$ cat src/rtl/pipeline_pkg.sv
// Shared pipeline types: widths, NOP encoding, fetch FSM state, IF/ID bundle.
// Imported by every fetch-side module and by the bench.
package pipeline_pkg;

  localparam int INSTR_W = 32;
  localparam int ADDR_W  = 32;

  localparam logic [INSTR_W-1:0] NOP_INSTR = '0;

  typedef enum logic [1:0] {
    IDLE,
    FETCH,
    HOLD,
    DRAIN
  } fetch_state_e;

  typedef struct packed {
    logic [INSTR_W-1:0] instr;
    logic [ADDR_W-1:0]  pc4;
    logic               valid;
  } if_id_t;

endpackage

$ cat src/rtl/fetch_stage_if.sv
// Instruction-memory request/ack bus: req, addr (master out), ack, rdata (in).
// master = fetch stage, slave = instruction memory.
interface fetch_stage_if;
  import pipeline_pkg::*;

  logic               req;
  logic [ADDR_W-1:0]  addr;
  logic               ack;
  logic [INSTR_W-1:0] rdata;

  modport master (
    output req,
    output addr,
    input  ack,
    input  rdata
  );

  modport slave (
    input  req,
    input  addr,
    output ack,
    output rdata
  );

endinterface

$ cat src/rtl/fetch_stage_ifid_reg.sv
// IF/ID pipeline register: en=0 holds, bubble loads a NOP, else loads d.
// Ports: clk, rst_n (async low), en, bubble, d, q.
module ifid_reg
  import pipeline_pkg::*;
#(
  parameter logic [INSTR_W-1:0] BUBBLE_INSTR = NOP_INSTR
) (
  input  logic   clk,
  input  logic   rst_n,
  input  logic   en,
  input  logic   bubble,
  input  if_id_t d,
  output if_id_t q
);

  localparam if_id_t BUB = '{
    instr: BUBBLE_INSTR,
    pc4:   '0,
    valid: 1'b0
  };

  always_ff @(posedge clk or negedge rst_n) begin
    if (!rst_n) begin
      q <= BUB;
    end else if (en) begin
      q <= bubble ? BUB : d;
    end
  end

endmodule

$ cat src/rtl/fetch_stage.sv
// IF stage: PC, variable-latency imem fetch FSM, redirect/stall, IF/ID reg.
// Ports: clk, reset (async low), hazard/redirect inputs, imem bus, IF/ID outs.
module fetch_stage #(
  parameter logic [31:0] RESET_PC  = 32'h0000_0000,
  parameter logic [31:0] NOP_INSTR = 32'h0000_0000
) (
  input  logic                 clk,
  input  logic                 reset,
  input  logic                 IFID_WriteEn,
  input  logic                 Stall_flush,
  input  logic                 branchselect,
  input  logic [31:0]          PCbranch,
  fetch_stage_if.master        imem,
  output logic [31:0]          PC_out,
  output logic [31:0]          instruction,
  output logic [31:0]          ID_Instruction,
  output logic [31:0]          ID_PC4,
  output logic                 ID_valid
);
  import pipeline_pkg::*;

  fetch_state_e state, state_nxt;

  logic [ADDR_W-1:0]  pc, pc_nxt, pc_plus4;
  logic [ADDR_W-1:0]  req_addr, req_addr_nxt;
  logic [INSTR_W-1:0] hold_buf, hold_nxt;
  logic               req;
  logic               have_data;
  logic               redirect;
  logic               id_bubble;
  if_id_t             id_d, id_q;

  assign pc_plus4 = pc + 32'd4;
  // A redirect only counts when the hazard unit lets the stage advance.
  assign redirect = IFID_WriteEn & branchselect;

  always_ff @(posedge clk or negedge reset) begin
    if (!reset) begin
      state    <= IDLE;
      pc       <= RESET_PC;
      req_addr <= RESET_PC;
      hold_buf <= NOP_INSTR;
    end else begin
      state    <= state_nxt;
      pc       <= pc_nxt;
      req_addr <= req_addr_nxt;
      hold_buf <= hold_nxt;
    end
  end

  always_comb begin
    state_nxt    = state;
    pc_nxt       = pc;
    req_addr_nxt = req_addr;
    hold_nxt     = hold_buf;
    req          = 1'b0;
    instruction  = NOP_INSTR;
    have_data    = 1'b0;

    unique case (state)
      IDLE: begin
        state_nxt    = FETCH;
        req_addr_nxt = pc;
      end

      FETCH: begin
        req = 1'b1;
        if (imem.ack) begin
          instruction = imem.rdata;
          have_data   = 1'b1;
        end
        unique case (1'b1)
          imem.ack & ~IFID_WriteEn: begin
            hold_nxt  = imem.rdata;
            state_nxt = HOLD;
          end
          imem.ack & redirect: begin
            pc_nxt       = PCbranch;
            req_addr_nxt = PCbranch;
          end
          // Request still in flight: keep addr, wait it out.
          ~imem.ack & redirect: begin
            pc_nxt    = PCbranch;
            state_nxt = DRAIN;
          end
          imem.ack & IFID_WriteEn & ~branchselect: begin
            pc_nxt       = pc_plus4;
            req_addr_nxt = pc_plus4;
          end
          default: ;
        endcase
      end

      HOLD: begin
        instruction = hold_buf;
        have_data   = 1'b1;
        if (IFID_WriteEn) begin
          pc_nxt       = branchselect ? PCbranch : pc_plus4;
          req_addr_nxt = branchselect ? PCbranch : pc_plus4;
          state_nxt    = FETCH;
        end
      end

      DRAIN: begin
        req = 1'b1;
        if (redirect) begin
          pc_nxt = PCbranch;
        end
        if (imem.ack) begin
          state_nxt    = FETCH;
          req_addr_nxt = redirect ? PCbranch : pc;
        end
      end

      default: state_nxt = IDLE;
    endcase
  end

  assign imem.req  = req;
  assign imem.addr = req_addr;
  assign PC_out    = pc;

  assign id_bubble = Stall_flush | branchselect | ~have_data;

  assign id_d = '{
    instr: instruction,
    pc4:   pc_plus4,
    valid: 1'b1
  };

  ifid_reg #(
    .BUBBLE_INSTR (NOP_INSTR)
  ) u_ifid (
    .clk    (clk),
    .rst_n  (reset),
    .en     (IFID_WriteEn),
    .bubble (id_bubble),
    .d      (id_d),
    .q      (id_q)
  );

  assign ID_Instruction = id_q.instr;
  assign ID_PC4         = id_q.pc4;
  assign ID_valid       = id_q.valid;

endmodule
$ cat src/flat_wrapper.sv
// flat-port wrapper written by rule: the top's interface ports become plain ports
module fetch_stage_flat import pipeline_pkg::*;
#(
  parameter logic [31:0] RESET_PC  = 32'h0000_0000,
  parameter logic [31:0] NOP_INSTR = 32'h0000_0000
)
  (clk, reset, IFID_WriteEn, Stall_flush, branchselect, PCbranch, PC_out, instruction, ID_Instruction, ID_PC4, ID_valid, imem_req, imem_addr, imem_ack, imem_rdata);
  fetch_stage_if imem_i ();
  input  logic clk;
  input  logic reset;
  input  logic IFID_WriteEn;
  input  logic Stall_flush;
  input  logic branchselect;
  input  logic [31:0] PCbranch;
  output logic [31:0] PC_out;
  output logic [31:0] instruction;
  output logic [31:0] ID_Instruction;
  output logic [31:0] ID_PC4;
  output logic ID_valid;
  output wire logic [$bits(imem_i.req)-1:0] imem_req;
  output wire logic [$bits(imem_i.addr)-1:0] imem_addr;
  input wire logic [$bits(imem_i.ack)-1:0] imem_ack;
  input wire logic [$bits(imem_i.rdata)-1:0] imem_rdata;
  assign imem_req = imem_i.req;
  assign imem_addr = imem_i.addr;
  assign imem_i.ack = imem_ack;
  assign imem_i.rdata = imem_rdata;
  fetch_stage #(.RESET_PC(RESET_PC), .NOP_INSTR(NOP_INSTR)) u_core (.clk(clk), .reset(reset), .IFID_WriteEn(IFID_WriteEn), .Stall_flush(Stall_flush), .branchselect(branchselect), .PCbranch(PCbranch), .imem(imem_i), .PC_out(PC_out), .instruction(instruction), .ID_Instruction(ID_Instruction), .ID_PC4(ID_PC4), .ID_valid(ID_valid));
endmodule
$ cat config.mk
export PLATFORM = sky130hd
export DESIGN_NAME = fetch_stage_flat
export DESIGN_NICKNAME = d
export VERILOG_FILES = /design/src/rtl/pipeline_pkg.sv /design/src/rtl/fetch_stage_if.sv /design/src/rtl/fetch_stage_ifid_reg.sv /design/src/rtl/fetch_stage.sv /design/src/flat_wrapper.sv
export SDC_FILE = /design/constraint.sdc
export NUM_CORES = 1
export LEC_CHECK = 0
export CORE_MARGIN = 1
export CORE_UTILIZATION = 40
export DETAILED_ROUTE_END_ITERATION = 16
export GPL_TIMING_DRIVEN = 0
export HOLD_SLACK_MARGIN = 0.06
export PLACE_DENSITY = 0.67
export SYNTH_ARGS = -nofsm -noshare
export SYNTH_HDL_FRONTEND = slang
export SYNTH_SLANG_ARGS = --single-unit
$ cat constraint.sdc
create_clock -name clk -period 5.17 [get_ports clk]
set_clock_uncertainty 0.05 [all_clocks]
set_input_delay 0.517 -clock clk [delete_from_list [all_inputs] [get_ports clk]]
set_output_delay 0.517 -clock clk [all_outputs]
set_load 0.02 [all_outputs]
# --- Yosys cells after proc, flatten, opt, wreduce, memory -nomap -nowiden ---
# Index checks and enable logic that the tools add are counted.
totals:
  elab_cells: 54
  ff_bits: 163
op_classes:
  addsub: 1
  muxes: 18
  n_reduce_logical: 8
  bitwise_logic: 12
  n_eq_ne: 8
op_table:
  columns: ["op", "count"]
  rows:
  - ["$pmux 32 s2", 3]
  - ["$mux 32", 5]
  - ["$pmux 32 s4", 1]
  - ["$pmux 32 s3", 1]
  - ["$mux 65", 1]
  - ["$add 32x3->32 const B", 1]
  - ["$reduce_and 3->1", 3]
  - ["$pmux 2 s4", 1]
  - ["$and 1x1->1", 6]
  - ["$ne 3x1->1 const B", 2]
  - ["$eq 2x2->1 const B", 2]
  - ["$mux 2", 2]
  - ["$ne 2x2->1 const B", 2]
  - ["$not 1->1", 4]
  - ["$pmux 2 s2", 1]
  - ["$reduce_or 2->1", 2]
  - ["$ne 3x2->1 const B", 1]
  - ["$reduce_bool 3->1", 1]
  - ["$eq 2x1->1 const B", 1]
  - ["$logic_not 2->1", 1]
  - ["$mux 1", 2]
  - ["$or 1x1->1", 2]
  - ["$pmux 1 s2", 1]
  - ["$reduce_and 2->1", 1]

# --- Longest topological paths before layout ---
logic_depth:
  word_depth: 5
  depth_mapped: 10
  ltp_nobuf: 8

# --- Hierarchy ---
# From an unflattened synthesis, not the netlist that was laid out.
hier_totals:
  hier_cells: 1130
  hier_area_um2: 9845.7
modules_own_cells:
  columns: ["module", "n_inst", "area_per_inst_um2", "cells_per_inst", "seq_area_each_um2"]
  rows:
  - ["fetch_stage", 1, 7030.5, 849, 2452.4]
  - ["ifid_reg", 1, 2815.2, 281, 1626.6]

# --- Worst setup path after synthesis ---
# Ideal clock, no wire load.
synth_timing:
  kind: "flip-flop to output port"
  start: "register u_core.state[1]"
  end: "output instruction[0]"
  stages_incl_launch_ff: 9
  t_arrival_ns: 1.954
  setup_slack_ns: 2.649
  path_cell_list: "dfrtp_1 > inv_1 > ha_1 > clkbuf_1 > and2_1 > clkbuf_1 > clkbuf_1 > a22oi_1 > nor2b_1"
synth_via:
  elab_chain_cells: 2
synth_rtl:
  columns: ["element", "line_no", "rtl"]
  rows:
  - ["start, declared", "fetch_stage.sv:22", "fetch_state_e state, state_nxt;"]
  - ["start signal, assigned", "fetch_stage.sv:44", "state <= state_nxt;"]
  - ["$eq 2x2->1 or $eq 2x1->1 (tied branches)", "fetch_stage.sv:60", "unique case (state)"]
  - ["$pmux 32 s2 (*)", "fetch_stage.sv:60", null]
  - ["end, declared", "flat_wrapper.sv:16", "output logic [31:0] instruction;"]
# Mark *: on every way between the ends. The rest lies on a longest branch, timed or not.

# --- Final worst setup path ---
layout_timing:
  start: "register u_core.state[0]"
  end: "output instruction[7]"
# The elaborated chain is that of the path after synthesis.

==> results.toml <==
[logic_synthesis]
ys_ff_latch = 163
seq_area_frac_synth_pct = 43.1
ys_top_cells_by_area = "dfrtp_1 43%, mux2_2 5.5%, o21ai_0 4.8%, o22ai_1 4.5%, a22oi_1 3.9%"
synth_top_area_share_pct = 43.1
synth_edf_count = 0
yosys.area_share.simple_pct = 14.1
synth_top_family_by_area = "compound AO/OA/AOI/OAI gates"
synth_cell_types = 65
synth_cells = 1066
synthMostInstantiatedCell = "dfrtp_1"
synth-xor-area-share_pct = 2.59
syn_avg_cell_area_sq_um = 8.87
synth_common_cells = "163 x dfrtp_1, 91 x nand2_1, 90 x o21ai_0"
syn-num-nets = 1141
async_flop_share_pct = 100
yosysTopAreaCell = "dfrtp_1"
synth_area_sq_um = 9460
synth_mux_area_share_pct = 7.06
synth_compound_area_share_pct = 25.2
yosysWarnings = 0
synth_flop_cell = "dfrtp_1"
synthAdderAreaFrac_pct = 0.661

[floorplan]
chipWidth_um = 156
ios = 232
coreArea_sq_um = 22900
initial_core_util_pct = 41.3
die_h_um = 156
dieArea_sq_um = 24300
fp-row-count = 55

[outcome]
status = "finished, final reports clean"

[detailed_routing]
via_per_inst = 5.92
highest_layer = "met4"
postRouteAntennaNets = 0
wl_mm = 36.3
drt-met1-wl_mm = 15.4
drt-wirelength-per-cell_um = 22.1
dr.first_iter.drc_count = 897
drc_errors = 0
num_vias = 9723
wl_met2_mm = 16.4
firstDrtPassIters = 6
wl_met3_mm = 3.15

[placement]
dpl.hpwl_mm = 25.7
placedCellCount = 1608
dp_slack_ps = 1600
gp_congestion = 0.991
numPortBuffers = 228

[timing]
holdWs_ps = 458
slew_headroom_pct = 19.6
hold_viol = 0
fin_ws_ps = 1100
maxSlewViolCount = 0
worstMarginPinSlew_ps = 1200
fin_crit_ps = 4070
rsz0062_at_grt = "false"
fin_crit_sh_pct = 78.7
setup_violations = 0
timing.fmax_mhz = 246

[layout]
syn_to_final_growth_pct = 35.0
fin_util_pct = 55.7
nets = 1390
finalNonFillerCells = 1642
drive_gt1_share_pct = 8.51

[clocking]
clock_latency_ps = 450
path_clk_slew_ps = 70
clockBufferDepth = 2
cts_tree = "done"
numCtsBuffers = 17
post_cts_buffers = 0
clkSinkCount = 163
cts_hold_buf = 1
cts_resized = 0
cts_htree_levels = 4
cts_root_buf = "clkbuf_16"

[grt]
grt-ovfl-total = 0
first_global_vias = 9297
track_usage_pct = 30.1
antenna_found_initial = 0
grt_max_degree = 83
grt_pass1_wl_mm = 55.2

[worst_hold_path]
hold_path_startpoint = "u_core.imem.addr[6]$_DFFE_PN0P_"
whs_endpoint = "u_core.imem.addr[6]$_DFFE_PN0P_"
whs_path_depth = 2
hold_path_class = "reg2reg"

[worst_setup_path]
worstPathArrival_ps = 3500
worst_ep_required_time_ps = 4600
r2r_end = "u_core.imem.addr[20]$_DFFE_PN0P_"
cp-start-kind = "flop"
crit_type = "reg2out"
cp-end-kind = "output pin"
reg2reg_depth = 10
crit_fanout = 10
regToRegStartpoint = "u_core.state[0]$_DFFE_PN0P_"
ff2ff_setup_slack_ps = 1810

[power]
vdd_drop_max_mv = 0.253
powerDensity_nw_per_um2 = 599
leakagePower_nw = 4.99
p_total_mw = 7.65

[job]
cap_violations = 0
## area by class of cell
type                    instances  area [sq um]
clock buffers                  17           425
inverters                      84           315
multi-input cells             726          4690
repair buffers                230          2320
clock inverters                15           170
flip-flops and latches        163          4080
fillers                      2106         10100
plain buffers                  93           375
well taps                     313           392
diodes                          1          2.50
## layer usage
| metal | GRT usage [%] | vias to the layer above |
|---|---|---|
| li1 | - | 4349 |
| met1 | 41.1 | 4722 |
| met2 | 46.8 | 562 |
| met3 | 5.97 | 90 |
| met4 | 12.2 | 0 |
| met5 | 0 | - |
## cell usage in the layout (no fill, tap or decap), types with 8 or more instances in the layout
master	synthesis	routed
nor2b_1	35	35
nand4_1	11	11
a211oi_1	9	9
a22oi_1	49	49
buf_2	21	21
nor2_1	58	58
xor2_1	15	15
nand2_1	91	91
o22ai_1	68	68
a21oi_1	54	54
clkbuf_1	66	66
o21ai_0	90	90
dfrtp_1	163	163
o22a_1	8	8
xnor2_1	13	13
inv_1	82	82
o211ai_1	11	11
nand3_1	19	19
a32oi_1	8	8
clkbuf_16	0	17
and3_1	8	8
mux2i_1	15	15
mux2_2	46	46
a31oi_1	19	19
clkdlybuf4s50_1	0	227
## worst max-delay path: stages (launching register included)
cell,delay (ps)
dfrtp_1,430
inv_1,120
ha_1,180
buf_2,230
buf_1,520
clkbuf_1,550
a22oi_1,230
nor2b_1,170
clkdlybuf4s50_1,620
## where the power goes
| part | internal (mW) | leakage, nW | switching [mW] | total (mW) |
|---|---|---|---|---|
| clock | 0.649 | 0.281 | 0.639 | 1.29 |
| sequential | 1.71 | 2.06 | 0.376 | 2.09 |
| combinational | 1.68 | 2.65 | 2.59 | 4.27 |
| total | 4.04 | 4.99 | 3.60 | 7.65 |
## state kept, by name, summed over array words and instances (netlist names)
| name | cells |
|---|---|
| u_core.PC_out | 32 |
| u_core.hold_buf | 32 |
| u_core.imem.addr | 32 |
| u_core.state | 2 |
| u_core.u_ifid.q | 65 |
## stage by stage
step                TNS [ps]  cell area [sq um]
floorplan                  0               9460
global placement     -577290              12100
detailed placement         0              12200
CTS                        0              12800
global route               0              12800
finish                     0              12800
## kinds of logic (layout without fill, tap and decap cells)
| group | after synthesis | after routing |
|---|---|---|
| xor+xnor | 28 | 28 |
| compound gates | 370 | 370 |
| other cells | 0 | 1 |
| fa+ha+maj | 5 | 5 |
| flops | 163 | 163 |
| simple gates | 262 | 262 |
| mux | 61 | 61 |
| buf+inv | 177 | 439 |
## worst max-delay path by stage
| stage | start | endpoint | slack [ps] |
|---|---|---|---|
| floorplan | u_core.state[1]$_DFFE_PN0P_ | instruction[0] | 2650 |
| global placement | reset | u_core.hold_buf[27]$_DFFE_PN0P_ | -3570 |
| detailed placement | u_core.state[0]$_DFFE_PN0P_ | instruction[4] | 1600 |
| CTS | u_core.state[0]$_DFFE_PN0P_ | instruction[16] | 1130 |
| global route | u_core.state[1]$_DFFE_PN0P_ | instruction[16] | 950 |
| finish | u_core.state[0]$_DFFE_PN0P_ | instruction[7] | 1100 |
No activity file was read; power rests on OpenSTA's default activity.
